File: src/rtl/hwag.sv
// HWAG: crank-wheel tooth tracker for a 60-2 trigger wheel.
// Synchronises the VR tooth input, measures tooth periods, finds the
// missing-tooth gap and reports when the wheel position is locked.
module hwag #(
    parameter int TEETH_PRESENT = 58,
    parameter int PERIOD_W      = 24
) (
    input  logic clk,
    input  logic rst,
    input  logic cap,
    output logic second_edge,
    output logic hwag_start
);

    localparam int TOOTH_W = $clog2(TEETH_PRESENT);
    localparam logic [TOOTH_W-1:0] LAST_TOOTH = TOOTH_W'(TEETH_PRESENT - 1);

    typedef enum logic [2:0] {
        IDLE   = 3'd0,
        FIRST  = 3'd1,
        SEARCH = 3'd2,
        COUNT  = 3'd3,
        SYNC   = 3'd4
    } state_t;

    // An interval is a gap when it is more than twice the previous one.
    // Both sides are widened by one bit so the doubling cannot overflow.
    function automatic logic is_gap(input logic [PERIOD_W-1:0] cur,
                                    input logic [PERIOD_W-1:0] prev);
        return ({1'b0, cur} > {prev, 1'b0});
    endfunction

    logic                sync1_r;
    logic                sync2_r;
    logic                cap_d_r;
    logic                fill1_r;
    logic                fill2_r;
    logic                armed_r;
    logic                edge_s;
    logic [PERIOD_W-1:0] cnt_r;
    logic [PERIOD_W-1:0] prev_period_r;
    logic                sat_s;
    logic                gap_s;
    logic                last_s;
    state_t              state_r;
    state_t              state_n;
    logic [TOOTH_W-1:0]  tooth_r;
    logic [TOOTH_W-1:0]  tooth_n;
    logic                strobe_n;
    logic                start_n;
    logic                second_edge_r;
    logic                hwag_start_r;

    // Two-flop synchroniser, edge register, and an arming flag that only
    // sets once a genuine low sample has come through the chain, so a cap
    // already high at reset release is not taken as an edge.
    always_ff @(posedge clk or negedge rst) begin
        if (!rst) begin
            sync1_r <= 1'b0;
            sync2_r <= 1'b0;
            cap_d_r <= 1'b0;
            fill1_r <= 1'b0;
            fill2_r <= 1'b0;
            armed_r <= 1'b0;
        end else begin
            sync1_r <= cap;
            sync2_r <= sync1_r;
            cap_d_r <= sync2_r;
            fill1_r <= 1'b1;
            fill2_r <= fill1_r;
            armed_r <= armed_r | (fill2_r & ~sync2_r);
        end
    end

    assign edge_s = sync2_r & ~cap_d_r & armed_r;
    assign sat_s  = &cnt_r;

    // At an edge the running counter holds the interval that just ended
    // (the current period) and prev_period_r holds the one before it.
    assign gap_s  = is_gap(cnt_r, prev_period_r);
    assign last_s = (tooth_r == LAST_TOOTH);

    // Saturating period counter; restarts at 1 on each edge and latches the
    // finished interval for the next gap comparison.
    always_ff @(posedge clk or negedge rst) begin
        if (!rst) begin
            cnt_r         <= {PERIOD_W{1'b0}};
            prev_period_r <= {PERIOD_W{1'b0}};
        end else if (edge_s) begin
            cnt_r         <= PERIOD_W'(1);
            prev_period_r <= cnt_r;
        end else if (!sat_s) begin
            cnt_r         <= cnt_r + PERIOD_W'(1);
        end else begin
            cnt_r         <= cnt_r;
        end
    end

    // Next-state, tooth count and strobe decisions for each qualified edge.
    always_comb begin
        state_n  = state_r;
        tooth_n  = tooth_r;
        strobe_n = 1'b0;
        if (sat_s && (state_r != IDLE)) begin
            // Stall: drop back; a coinciding edge becomes the first edge.
            tooth_n = {TOOTH_W{1'b0}};
            if (edge_s) begin
                state_n = FIRST;
            end else begin
                state_n = IDLE;
            end
        end else if (edge_s) begin
            case (state_r)
                IDLE: begin
                    state_n = FIRST;
                    tooth_n = {TOOTH_W{1'b0}};
                end
                FIRST: begin
                    strobe_n = 1'b1;
                    state_n  = SEARCH;
                    tooth_n  = {TOOTH_W{1'b0}};
                end
                SEARCH: begin
                    strobe_n = 1'b1;
                    tooth_n  = {TOOTH_W{1'b0}};
                    if (gap_s) begin
                        state_n = COUNT;
                    end else begin
                        state_n = SEARCH;
                    end
                end
                COUNT, SYNC: begin
                    strobe_n = 1'b1;
                    if (gap_s) begin
                        tooth_n = {TOOTH_W{1'b0}};
                        if (last_s) begin
                            state_n = SYNC;
                        end else begin
                            state_n = COUNT;
                        end
                    end else if (last_s) begin
                        tooth_n = {TOOTH_W{1'b0}};
                        state_n = SEARCH;
                    end else begin
                        tooth_n = tooth_r + TOOTH_W'(1);
                    end
                end
                default: begin
                    state_n = IDLE;
                    tooth_n = {TOOTH_W{1'b0}};
                end
            endcase
        end else begin
            state_n = state_r;
        end
        start_n = (state_n == SYNC);
    end

    // State, tooth counter and registered outputs.
    always_ff @(posedge clk or negedge rst) begin
        if (!rst) begin
            state_r       <= IDLE;
            tooth_r       <= {TOOTH_W{1'b0}};
            second_edge_r <= 1'b0;
            hwag_start_r  <= 1'b0;
        end else begin
            state_r       <= state_n;
            tooth_r       <= tooth_n;
            second_edge_r <= strobe_n;
            hwag_start_r  <= start_n;
        end
    end

    assign second_edge = second_edge_r;
    assign hwag_start  = hwag_start_r;

endmodule

File: config.mk
export PLATFORM = sky130hd
export DESIGN_NAME = hwag
export DESIGN_NICKNAME = d
export VERILOG_FILES = /design/src/rtl/hwag.sv
export SDC_FILE = /design/constraint.sdc
export NUM_CORES = 1
export LEC_CHECK = 0
export CORE_MARGIN = 10
export CORE_UTILIZATION = 60
export DETAILED_ROUTE_END_ITERATION = 8
export DONT_BUFFER_PORTS = 1
export GPL_TIMING_DRIVEN = 0
export PLACE_DENSITY = 0.82
export SETUP_SLACK_MARGIN = 0.2
export SYNTH_ARGS = -nofsm -noshare
export SYNTH_HDL_FRONTEND = slang
export SYNTH_SLANG_ARGS = --single-unit
File: constraint.sdc
create_clock -name clk -period 2.8 [get_ports clk]
set_clock_uncertainty 0.2 [all_clocks]
set_input_delay 0.84 -clock clk [delete_from_list [all_inputs] [get_ports clk]]
set_output_delay 0.84 -clock clk [all_outputs]
set_load 0.02 [all_outputs]
==> out/summary.md <==
## Synthesis
• total standard cell area after synthesis: 0.00353 sq mm
• Mapped Nets: 413
• portion of the post-synthesis area used by sequential elements: 0.461
• portion of synthesized cell area occupied by the leading cell type: 0.461
• register bit count reported by yosys: 65
• synthesized area per cell: 9.20 sq um
• number of synthesized flops with an enable pin: 0
• ys async rst share: 1.00
• dominant cells by area after synthesis: dfrtp_1 46%, ha_1 9.2%, nand2_1 5.8%, o21ai_0 5.1%, nor2_1 4.1%
• synth unique cells: 45
• Post-synth top flop: dfrtp_1
• cell taking the most area after synthesis: dfrtp_1
• Synth Warn #: 0
• cell count after synthesis: 384

## Clock network
• TritonCTS clock tree: built
• Inserted Clock Buffers: 9
• clock network latency to the later pin of the worst-skew pair: 0.35 ns
• total number of H-tree levels: 3
• post-CTS clock slew at the launch and capture registers of the worst setup and hold paths: 0.07 ns
• maximum root-to-sink buffer count: 2
• clock root buffer: clkbuf_8
• Sink Count: 65

## Global routing
• gr ovfl total: 0
• vias in the first global route: 2762
• global-route wire length before repair: 12900 um
• antenna violations before repair: 0
• maximum number of pins on one net before global-route repair: 66
• all-layer global routing usage: 0.166

## Cells and area
• Inserted Diodes: 0
• count of nets after finishing: 440
• area of combinational cells with multiple inputs: 0.00185 sq mm
• Post-Layout Inst Area: 0.00411 sq mm
• Fillers: 383
• synth-to-layout area growth: 16.4%
• Seq. cell area: 0.00164 sq mm
• fraction of the core area covered by cells at the end of the flow: 0.733
• fraction of layout instances using a drive strength above 1: 0.188

## Floorplanning
• die width: 96.7 um
• row count: 27
• effective utilization at floorplan: 0.630
• die height: 96.7 um
• boundary pin count: 5
• CORE AREA: 0.00561 sq mm
• Die Outline Area: 0.00936 sq mm

## Timing
• final-report setup violation count: 0
• Total Negative Setup Slacks: 0 ns
• Rel. slew slack: 0.634
• final period demand of the worst path: 2.58 ns
• Hold Vio Cnt, Final: 0
• Final period util: 0.922
• achievable frequency: 387 MHz
• worst slew pin tran: 0.549 ns
• setup repair after global routing missed its margin: yes
• Pins Over Slew Limit: 0

## Min path
• type of the most critical hold path: in2async

## Place
• HPWL after DPL: 5030 um
• # port buffers: 0
• Cell Area, Placed: 0.00362 sq mm
• last weighted congestion value of the routability-driven placer: 0.869

## Drt
• post-route antenna net violation count: 0
• via count of the routed design: 2837
• overall routed net length: 7990 um
• detailed-routing iteration count for the pre-antenna-repair pass: 4
• post-detailed-route via-to-cell ratio: 5.81
• violation count after the first detailed-routing iteration: 173
• number of DRC violations after detailed routing: 0
• detail-routed net length per standard cell: 16.4 um

## Setup path
• endpoint type of the worst setup path: flop
• element type at the critical path start: flop
• critical path arrival: 2.67 ns
• classification of the worst setup path: reg2reg
• biggest fanout along the worst timing path: 7
• required time of the worst setup path: 2.89 ns

## Outcome
• run status: completed

## Power and ir drop
• leakage power total: 1.83 nW
• Design Power: 2.50 mW
• Power Density: 608 mW/mm^2
• VDD IR-drop max: 0.377 mV

## Run
• number of max-cap violations: 0

==> through the flow <==
step / setup WS (ns) / hold WS [ns] / cells
2_1_floorplan: 0.282 / 0.131 / 384
3_3_place_gp: 0.0987 / 0.132 / 456
3_5_place_dp: 0.0731 / 0.136 / 456
4_1_cts: 0.206 / 0.153 / 483
5_1_grt: 0.0817 / 0.162 / 488
6_report: 0.217 / 0.150 / 488
==> final cells by class <==
type | count | share of cell area
Buffer | 12 | 0.0128
Clock buffer | 12 | 0.0402
Clock inverter | 4 | 0.0122
Inverter | 33 | 0.0301
Multi-Input combinational cell | 274 | 0.449
Sequential cell | 65 | 0.399
Tap cell | 72 | 0.0219
Timing Repair Buffer | 16 | 0.0341
==> metal layers <==
metal  part of all wire  global-route usage  wire length, um
met5                  0                   0                0
met3              0.055              0.0419              440
met2               0.48               0.261             3840
met4              0.026              0.0789              208
met1               0.44               0.208             3490
==> what timing repair did <==
action                                  4_1_cts  5_1_grt
endpoints found under the setup margin        2        9
buffers inserted                             10        5
endpoints found under the hold margin        65        0
resized for setup                            15       18
pin swaps                                     6        8
hold buffers                                  1        0
==> flip-flops by register name, indices dropped and copies added (netlist names) <==
signal,count
armed_r,1
cap_d_r,1
cnt_r,24
fill1_r,1
fill2_r,1
hwag_start,1
prev_period_r,24
second_edge,1
state_r,3
sync1_r,1
sync2_r,1
tooth_r,6
==> kinds of logic after synthesis <==
logic type      count (synthesis)  synth area share
other cells                     1           0.00106
flops                          65             0.461
simple gates                  151             0.216
compound gates                 74             0.126
fa+ha+maj                      26            0.0921
xor+xnor                       22            0.0546
buf+inv                        45            0.0499
==> cell usage after synthesis (all sizes together), types with 9 or more instances <==
| cell type | n |
|---|---|
| a21oi | 18 |
| nand2 | 55 |
| o21ai | 36 |
| nor2 | 39 |
| dfrtp | 65 |
| nand3 | 11 |
| nand4 | 15 |
| xnor2 | 11 |
| a21o | 9 |
| xor2 | 11 |
| inv | 33 |
| ha | 26 |
| clkbuf | 11 |
==> critical path: stages (launching register included) <==
cell,delay (ns)
dfrtp_2,0.42
ha_1,0.31
nand4_1,0.18
nor4_4,0.35
buf_4,0.17
nand2_2,0.11
and3_4,0.22
or4_4,0.43
a21oi_2,0.13
==> where the power goes <==
part	leakage, nW	switching [mW]	internal (mW)	total (mW)
sequential	0.848	0.0681	1.01	1.08
clock	0.105	0.373	0.482	0.856
combinational	0.872	0.331	0.234	0.565
total	1.83	0.773	1.73	2.50
==> final timing paths <==
| kind | from | endpoint | slack (ns) | cells after the start |
|---|---|---|---|---|
| worst max register to register | cnt_r[10] | hwag_start | 0.22 | 8 |
| worst min-delay path | rst | cnt_r[1] | 0.15 | 1 |
| worst min register to register | fill1_r | fill2_r | 0.15 | 0 |
| worst max-delay path | cnt_r[10] | hwag_start | 0.22 | 8 |
| max in group asynchronous | rst | cnt_r[6] | 1.95 | 1 |
| min in group clk | fill1_r | fill2_r | 0.15 | 0 |
==> placed cells by master, fill, tap and decap left out, types with 3 or more instances in the layout <==
| cell type | Yosys | routed |
|---|---|---|
| nand3_1 | 11 | 11 |
| clkbuf_1 | 11 | 10 |
| dfrtp_2 | 0 | 12 |
| buf_4 | 0 | 15 |
| o21ai_0 | 36 | 35 |
| nand4_1 | 14 | 14 |
| ha_1 | 26 | 21 |
| a21o_1 | 7 | 7 |
| xor2_1 | 11 | 11 |
| clkbuf_8 | 0 | 12 |
| nor3_2 | 1 | 3 |
| nand2_1 | 55 | 54 |
| ha_4 | 0 | 4 |
| and3_1 | 5 | 5 |
| inv_1 | 33 | 32 |
| a21oi_2 | 1 | 3 |
| dfrtp_1 | 65 | 53 |
| nor2_1 | 39 | 38 |
| nor3_1 | 5 | 3 |
| a21oi_1 | 17 | 15 |
| xnor2_1 | 11 | 11 |
| or3_1 | 3 | 3 |
Note: power is estimated with default switching activity, not from simulation.
